**config.mk**
```make
export PLATFORM = sky130hd
export DESIGN_NAME = mips32_mc_control
export DESIGN_NICKNAME = d
export VERILOG_FILES = /design/src/rtl/mips32_mc_control.sv
export SDC_FILE = /design/constraint.sdc
export NUM_CORES = 1
export LEC_CHECK = 0
export CAP_MARGIN = 15
export CORE_MARGIN = 3
export CORE_UTILIZATION = 48
export DETAILED_ROUTE_END_ITERATION = 16
export GPL_TIMING_DRIVEN = 1
export PLACE_DENSITY = 0.79
export SYNTH_ARGS = -nofsm -noshare
export SYNTH_HDL_FRONTEND = slang
export SYNTH_SLANG_ARGS = --single-unit
```
**constraint.sdc**
```tcl
create_clock -name clk_i -period 2.75 [get_ports clk_i]
set_input_delay 0.825 -clock clk_i [delete_from_list [all_inputs] [get_ports clk_i]]
set_output_delay 0.825 -clock clk_i [all_outputs]
set_load 0.1 [all_outputs]
```
**src/rtl/mips32_mc_control.sv**
```systemverilog
// Multi-cycle control sequencer for a shared-memory MIPS32 datapath.
// All strobes are registered from the next state; only ir_write_o and pc_en_o
// are qualified combinationally by mem_ready_i / zero_i.
module mips32_mc_control #(
  parameter bit ILLEGAL_HALT = 1'b1
) (
  input  logic        clk_i,
  input  logic        rst_ni,
  input  logic [5:0]  opcode_i,
  input  logic [5:0]  funct_i,
  input  logic        zero_i,
  input  logic        mem_ready_i,
  output logic        ior_d_o,
  output logic        mem_read_o,
  output logic        mem_write_o,
  output logic        ir_write_o,
  output logic        reg_dest_o,
  output logic        mem_to_reg_o,
  output logic        reg_write_o,
  output logic        alu_src_a_o,
  output logic [1:0]  alu_src_b_o,
  output logic [2:0]  oper_alu_o,
  output logic [1:0]  pc_source_o,
  output logic        pc_en_o,
  output logic        illegal_o,
  output logic [3:0]  state_o,
  output logic [31:0] inst_count_o
);

  typedef enum logic [3:0] {
    StIdle   = 4'd0,
    StFetch  = 4'd1,
    StDecode = 4'd2,
    StMemAdr = 4'd3,
    StMemRd  = 4'd4,
    StMemWb  = 4'd5,
    StMemWr  = 4'd6,
    StExec   = 4'd7,
    StRwb    = 4'd8,
    StBranch = 4'd9,
    StAddiEx = 4'd10,
    StAddiWb = 4'd11,
    StJump   = 4'd12,
    StHalt   = 4'd15
  } state_e;

  localparam logic [5:0] OpRType = 6'b000000;
  localparam logic [5:0] OpLw    = 6'b100011;
  localparam logic [5:0] OpSw    = 6'b101011;
  localparam logic [5:0] OpBeq   = 6'b000100;
  localparam logic [5:0] OpAddi  = 6'b001000;
  localparam logic [5:0] OpJ     = 6'b000010;

  localparam logic [2:0] AluAnd = 3'b000;
  localparam logic [2:0] AluOr  = 3'b001;
  localparam logic [2:0] AluAdd = 3'b010;
  localparam logic [2:0] AluSub = 3'b110;
  localparam logic [2:0] AluSlt = 3'b111;

  typedef struct packed {
    logic       ior_d;
    logic       mem_read;
    logic       mem_write;
    logic       reg_dest;
    logic       mem_to_reg;
    logic       reg_write;
    logic       alu_src_a;
    logic [1:0] alu_src_b;
    logic [2:0] oper_alu;
    logic [1:0] pc_source;
    logic       pc_write;  // unconditional PC update (FETCH, JUMP)
    logic       branch;    // PC update gated by zero_i
    logic       fetch;     // qualifies ir_write and FETCH-time pc_write
    logic       illegal;
  } ctrl_t;

  state_e      state_q, state_d;
  ctrl_t       ctrl_q, ctrl_d;
  logic [31:0] inst_count_q;
  logic        funct_valid;
  logic [2:0]  funct_alu;

  // Map R-type funct to an ALU operation and flag unsupported functs.
  always_comb begin
    funct_valid = 1'b1;
    funct_alu   = AluAdd;
    unique case (funct_i)
      6'b100000: funct_alu = AluAdd;
      6'b100010: funct_alu = AluSub;
      6'b100100: funct_alu = AluAnd;
      6'b100101: funct_alu = AluOr;
      6'b101010: funct_alu = AluSlt;
      default:   funct_valid = 1'b0;
    endcase
  end

  // Next-state sequencing.
  always_comb begin
    state_d = state_q;
    unique case (state_q)
      StIdle:   state_d = StFetch;
      StFetch:  if (mem_ready_i) state_d = StDecode;
      StDecode: begin
        if (opcode_i == OpLw || opcode_i == OpSw)         state_d = StMemAdr;
        else if (opcode_i == OpRType && funct_valid)      state_d = StExec;
        else if (opcode_i == OpBeq)                       state_d = StBranch;
        else if (opcode_i == OpAddi)                      state_d = StAddiEx;
        else if (opcode_i == OpJ)                         state_d = StJump;
        else if (ILLEGAL_HALT)                            state_d = StHalt;
        else                                              state_d = StFetch;
      end
      StMemAdr: state_d = (opcode_i == OpLw) ? StMemRd : StMemWr;
      StMemRd:  if (mem_ready_i) state_d = StMemWb;
      StMemWb:  state_d = StFetch;
      StMemWr:  if (mem_ready_i) state_d = StFetch;
      StExec:   state_d = StRwb;
      StRwb:    state_d = StFetch;
      StBranch: state_d = StFetch;
      StAddiEx: state_d = StAddiWb;
      StAddiWb: state_d = StFetch;
      StJump:   state_d = StFetch;
      StHalt:   state_d = StHalt;
      default:  state_d = StIdle;
    endcase
  end

  // Control word for the state being entered, so it is registered with the state.
  always_comb begin
    ctrl_d = '0;
    unique case (state_d)
      StFetch: begin
        ctrl_d.mem_read  = 1'b1;
        ctrl_d.alu_src_b = 2'b01;
        ctrl_d.oper_alu  = AluAdd;
        ctrl_d.pc_write  = 1'b1;
        ctrl_d.fetch     = 1'b1;
      end
      StDecode: begin
        ctrl_d.alu_src_b = 2'b11;
        ctrl_d.oper_alu  = AluAdd;
      end
      StMemAdr, StAddiEx: begin
        ctrl_d.alu_src_a = 1'b1;
        ctrl_d.alu_src_b = 2'b10;
        ctrl_d.oper_alu  = AluAdd;
      end
      StMemRd: begin
        ctrl_d.mem_read = 1'b1;
        ctrl_d.ior_d    = 1'b1;
      end
      StMemWb: begin
        ctrl_d.reg_write  = 1'b1;
        ctrl_d.mem_to_reg = 1'b1;
      end
      StMemWr: begin
        ctrl_d.mem_write = 1'b1;
        ctrl_d.ior_d     = 1'b1;
      end
      StExec: begin
        ctrl_d.alu_src_a = 1'b1;
        ctrl_d.oper_alu  = funct_alu;
      end
      StRwb: begin
        ctrl_d.reg_write = 1'b1;
        ctrl_d.reg_dest  = 1'b1;
      end
      StBranch: begin
        ctrl_d.alu_src_a = 1'b1;
        ctrl_d.oper_alu  = AluSub;
        ctrl_d.pc_source = 2'b01;
        ctrl_d.branch    = 1'b1;
      end
      StAddiWb: ctrl_d.reg_write = 1'b1;
      StJump: begin
        ctrl_d.pc_source = 2'b10;
        ctrl_d.pc_write  = 1'b1;
      end
      StHalt:  ctrl_d.illegal = 1'b1;
      default: ctrl_d = '0;
    endcase
  end

  // State and control-word registers.
  always_ff @(posedge clk_i or negedge rst_ni) begin
    if (!rst_ni) begin
      state_q <= StIdle;
      ctrl_q  <= '0;
    end else begin
      state_q <= state_d;
      ctrl_q  <= ctrl_d;
    end
  end

  // Fetched-instruction counter; bumps on the same edge that loads IR.
  always_ff @(posedge clk_i or negedge rst_ni) begin
    if (!rst_ni) begin
      inst_count_q <= '0;
    end else if (ctrl_q.fetch && mem_ready_i) begin
      inst_count_q <= inst_count_q + 32'd1;
    end
  end

  assign ior_d_o      = ctrl_q.ior_d;
  assign mem_read_o   = ctrl_q.mem_read;
  assign mem_write_o  = ctrl_q.mem_write;
  assign ir_write_o   = ctrl_q.fetch & mem_ready_i;
  assign reg_dest_o   = ctrl_q.reg_dest;
  assign mem_to_reg_o = ctrl_q.mem_to_reg;
  assign reg_write_o  = ctrl_q.reg_write;
  assign alu_src_a_o  = ctrl_q.alu_src_a;
  assign alu_src_b_o  = ctrl_q.alu_src_b;
  assign oper_alu_o   = ctrl_q.oper_alu;
  assign pc_source_o  = ctrl_q.pc_source;
  // FETCH-time PC write must wait for the memory; JUMP writes unconditionally.
  assign pc_en_o      = (ctrl_q.pc_write & (mem_ready_i | ~ctrl_q.fetch)) |
                        (ctrl_q.branch & zero_i);
  assign illegal_o    = ctrl_q.illegal;
  assign state_o      = state_q;
  assign inst_count_o = inst_count_q;

endmodule

```
## After elaboration in Yosys (flattened, before gate mapping)

Cells that the tools add are included.

- Input bits: 16
- Flip-flop bits (word level): 54
- Word-level logic and storage cells: 99
- Output and inout bits: 53

- Bitwise gates (word level): 6
- Reductions and logical operators: 14
- Equality and inequality tests: 36
- Add/sub/neg operators: 1
- Mux-type cells: 26

Operators by type and width:

| operator | number |
|---|---|
| 4-bit == test, second input constant | 12 |
| 6-bit == test, second input constant | 7 |
| 4-bit one-hot mux with 9 select lines | 1 |
| 32-bit by 1-bit adder with 32-bit output, second input constant | 1 |
| 4-bit by 3-bit == test with 1-bit output, second input constant | 8 |
| 4-bit two-way mux | 5 |
| 4-bit by 2-bit == test with 1-bit output, second input constant | 4 |
| 1-bit two-way mux | 12 |
| 3-bit one-hot mux with 4 select lines | 1 |
| 3-bit one-hot mux with 3 select lines | 1 |
| 4-bit by 1-bit == test with 1-bit output, second input constant | 2 |
| 2-bit OR reduction | 4 |
| 4-bit OR reduction | 2 |
| 6-bit by 2-bit == test with 1-bit output, second input constant | 1 |
| 6-bit by 3-bit == test with 1-bit output, second input constant | 1 |
| 6-bit by 4-bit == test with 1-bit output, second input constant | 1 |
| 6-bit zero test | 1 |
| 3-bit two-way mux | 2 |
| 2-bit one-hot mux with 3 select lines | 1 |
| 6-bit OR reduction | 1 |
| 5-bit OR reduction | 1 |
| 4-bit zero test | 1 |
| 2-bit two-way mux | 2 |
| 2-bit one-hot mux with 2 select lines | 1 |
| other kinds (6) | 10 |

## Logic depth before layout (Yosys ltp)

- Depth after elaboration: 10
- Gate-level depth with buffers: 7
- Gate-level depth less buffers: 6

## Worst setup path after synthesis

Ideal clock, no wire load.

- Path type: register to register
- From: register inst_count_q[7], in the netlist inst_count_o[7]
- To: register inst_count_q[29], in the netlist inst_count_o[29]
- Setup time: 0.158 ns
- Setup slack: 0.027 ns
- Data required time: 2.592 ns
- Stages on the path, launching flop included: 6
- Period minus slack after synthesis: 2.723 ns
- Path buffers: 0
- Data arrival time: 2.564 ns
- Path through: dfrtp_1 nand4_1 or4_1 nor3_1 nand4_1 xnor2_1

- Word-level cells in the longest chain between the ends: 1

Ends and longest elaborated chain:

| what | line | text |
|---|---|---|
| start: declaration | 79 | `logic [31:0] inst_count_q;` |
| start signal: assignment | 199 | `inst_count_q <= inst_count_q + 32'd1;` |
| 32-bit by 1-bit adder with 32-bit output | 199 |  |

No other way between the ends.
A chain may end at the register's enable or synchronous reset.

==> results_dict.tcl <==
set metrics [dict create \
    status "finished clean" \
    power_density_mw_per_mm2 1118 \
    holdBufCountCts 0 \
    ys_seq_area_share_pct 51.63 \
    final_area_mm2 0.003517 \
    post-route-util_pct 71.16 \
    crit_path_max_fanout 4 \
    synth-async-reset-ratio_pct 100.0 \
    drtAntennaViolNets 0 \
    fin_skew_ns 0.005013 \
    hp-class "input pin to asynchronous set/reset pin" \
    port_buffers 68 \
    met2WireLength_mm 2.684 \
    grt_overflow 0 \
    p_leak_nw 1.679 \
    end_kind "flop" \
    worstRegToRegCells 7 \
    synth_top_area_share_pct 51.63 \
    die_area_mm2 0.006266 \
    antenna_found_initial 0 \
    wl_per_cell_um 13.73 \
    post_drt_via_cell_ratio 5.159 \
    rsz0062_at_grt "false" \
    power_mw 3.933 \
    dp_hpwl_mm 4.165 \
    ys_types 49 \
    place_ws_ns -0.3615 \
    maxSlewHeadroom_pct 59.75 \
    first_pass_iters 4 \
    synthCells 246 \
    start_util_pct 51.97 \
    synth_area_leaders "dfrtp_1 (52%), xnor2_1 (9.2%), nand2_1 (3.8%)" \
    placed_cells 397 \
    met1_length_mm 2.654 \
    r2r-end "alu_src_a_o" \
    r2r_setup_slack_ns 0.33 \
    worstMarginPinSlew_ns 0.6037 \
    grt_start_max_net_pins 50 \
    via_count 2105 \
    startpoint_type "input pin" \
    vdd_drop_max_mv 0.8848 \
    setup_viol 0 \
    synth.largest_area_cell "dfrtp_1" \
    route.detailed.drc 0 \
    syn_nets 263 \
    place_congestion 0.8498 \
    fillers 398 \
    finalHoldViolations 0 \
    place_area_mm2 0.003366 \
    cts_tree "yes" \
    yosysMostFrequentCell "dfrtp_1" \
    insertion_delay_ns 0.30 \
    dieHeight_um 79.16 \
    r2r-start "state_o[2]" \
    timing.final.crit_share_pct 95.09 \
    critPathKind "input pin to flop" \
    grt_use_total_pct 19.19 \
    fin_nets 357 \
    fin_tns_setup_ns 0 \
    cts-buffers-inserted 5 \
    die_w_um 79.16 \
    cts.sink_count 53 \
    cap_violations 0 \
    clk_pin_slew_ns 0.09 \
    worst_ep_arrival_time_ns 2.82 \
    ys_seq_elements 53 \
    synth_common_cells "dfrtp_1 (53), xnor2_1 (27), nand2_1 (26)" \
    cts-root-buf "clkbuf_8" \
    syn_area_mm2 0.002569 \
    timing.hold.ws_ns 0.3237 \
    wl_met3_um 237 \
    period_needed_ns 2.615 \
    drtIter0Drc 125 \
    drt_wl_total_mm 5.600 \
    grt_pass1_wl_mm 9.611 \
    slew_viol_final 0 \
    top_layer "met4" \
    grt_pass1_vias 2041 \
    synth-edff-count 0 \
    syn_area_per_cell_um2 10.44 \
    drive_gt1_share_pct 31.67 \
    clockBufferDepth 2 \
    fmax_mhz 382.4 \
    final_cells 408 \
    htreeDepth 2 \
    ys.flop_type "dfrtp_1" \
    fin_ws_ns 0.1351 \
    coreArea_mm2 0.004942 \
    placementRows 25 \
    diodes 0 \
    pin_count 69 \
    syn_to_final_growth_pct 36.92 \
    synth_warnings 0 \
    worstPathRequired_ns 2.96 \
]
==> cell type report <==
type	count	area, um^2	share of cell area, %
clock inverter	1	30.03	0.8538
multi-input combinational	172	1142	32.48
clock buffer	7	86.33	2.455
tap	67	83.83	2.383
timing repair buffer	101	822.0	23.37
sequential	53	1326	37.71
inverter	7	26.28	0.7471
==> how the worst max path moves through the flow <==
| stage | from | end | slack (ns) | depth (start not counted) |
|---|---|---|---|---|
| after global placement | opcode_i[0] | oper_alu_o[1] | -0.34 | 7 |
| after global routing | opcode_i[2] | alu_src_a_o | 0.06 | 7 |
| after floorplan | inst_count_o[7] | inst_count_o[29] | 0.03 | 5 |
| final | opcode_i[2] | alu_src_a_o | 0.14 | 7 |
| after CTS | opcode_i[4] | alu_src_a_o | 0.02 | 7 |
| after detailed placement | opcode_i[0] | oper_alu_o[1] | -0.36 | 7 |
==> metal layers <==
layer | track usage, % | vias up
met3 | 4.082 | 2
met2 | 31.06 | 48
li1 | - | 1032
met1 | 26.67 | 1023
met4 | 3.952 | 0
met5 | 0 | -
==> worst max-delay path, stage by stage <==
cell and delay (ns):
clkdlybuf4s50_1 0.47, xnor2_1 0.16, or3_4 0.38, a211oi_4 0.27, inv_2 0.07, or4b_4 0.53, o211ai_1 0.13
==> what timing repair did <==
item | in CTS | in global routing
pin swaps | 5 | 4
gates cloned | 0 | 0
gates resized for setup | 3 | 3
setup endpoints to repair | 3 | 2
buffers inserted | 2 | 1
==> report_power, final <==
group          switching (mW)  total [mW]  internal, mW
sequential              0.140        1.07         0.932
combinational            1.62        2.32         0.704
clock                   0.241       0.537         0.297
==> registers in the layout (all words and copies together) (netlist names) <==
name,flops
inst_count_o,32
state_o,4
oper_alu_o,3
alu_src_b_o,2
ctrl_q,2
pc_source_o,2
alu_src_a_o,1
illegal_o,1
ior_d_o,1
mem_read_o,1
mem_to_reg_o,1
mem_write_o,1
reg_dest_o,1
reg_write_o,1
==> layout by cell type (no fill, tap or decap), types with 2 or more instances in the layout <==
master / n
nor4_1: 3
nand4b_1: 2
a21oi_1: 3
buf_4: 83
and3_1: 2
or3_2: 2
o211ai_1: 3
nor2_1: 17
inv_1: 6
nor3_1: 5
xnor2_1: 27
nand3_1: 14
clkbuf_8: 6
buf_12: 2
nor3b_1: 3
o311ai_0: 2
nor2b_1: 6
nand2b_1: 5
dlymetal6s2s_1: 2
a211oi_1: 2
dlygate4sd2_1: 2
and4_1: 2
or2_2: 4
o21ai_0: 2
clkdlybuf4s50_1: 10
xor2_1: 9
nand4_1: 9
o2111ai_1: 2
nor4b_1: 2
dfrtp_1: 53
nand2_1: 26
==> cells by family (layout without fill, tap and decap cells) <==
kind of cell / count (synthesis) / in the layout / share of synthesized area (%)
AO/OA/AOI/OAI: 24 / 24 / 7.502
XOR/XNOR: 36 / 36 / 12.28
adder cells (fa/ha/maj): 1 / 1 / 0.4870
buffers and inverters: 21 / 116 / 4.140
flip-flops: 53 / 53 / 51.63
multiplexers: 2 / 2 / 0.8280
AND/OR/NAND/NOR: 109 / 109 / 23.14
Note: power is estimated with default switching activity, not from simulation.
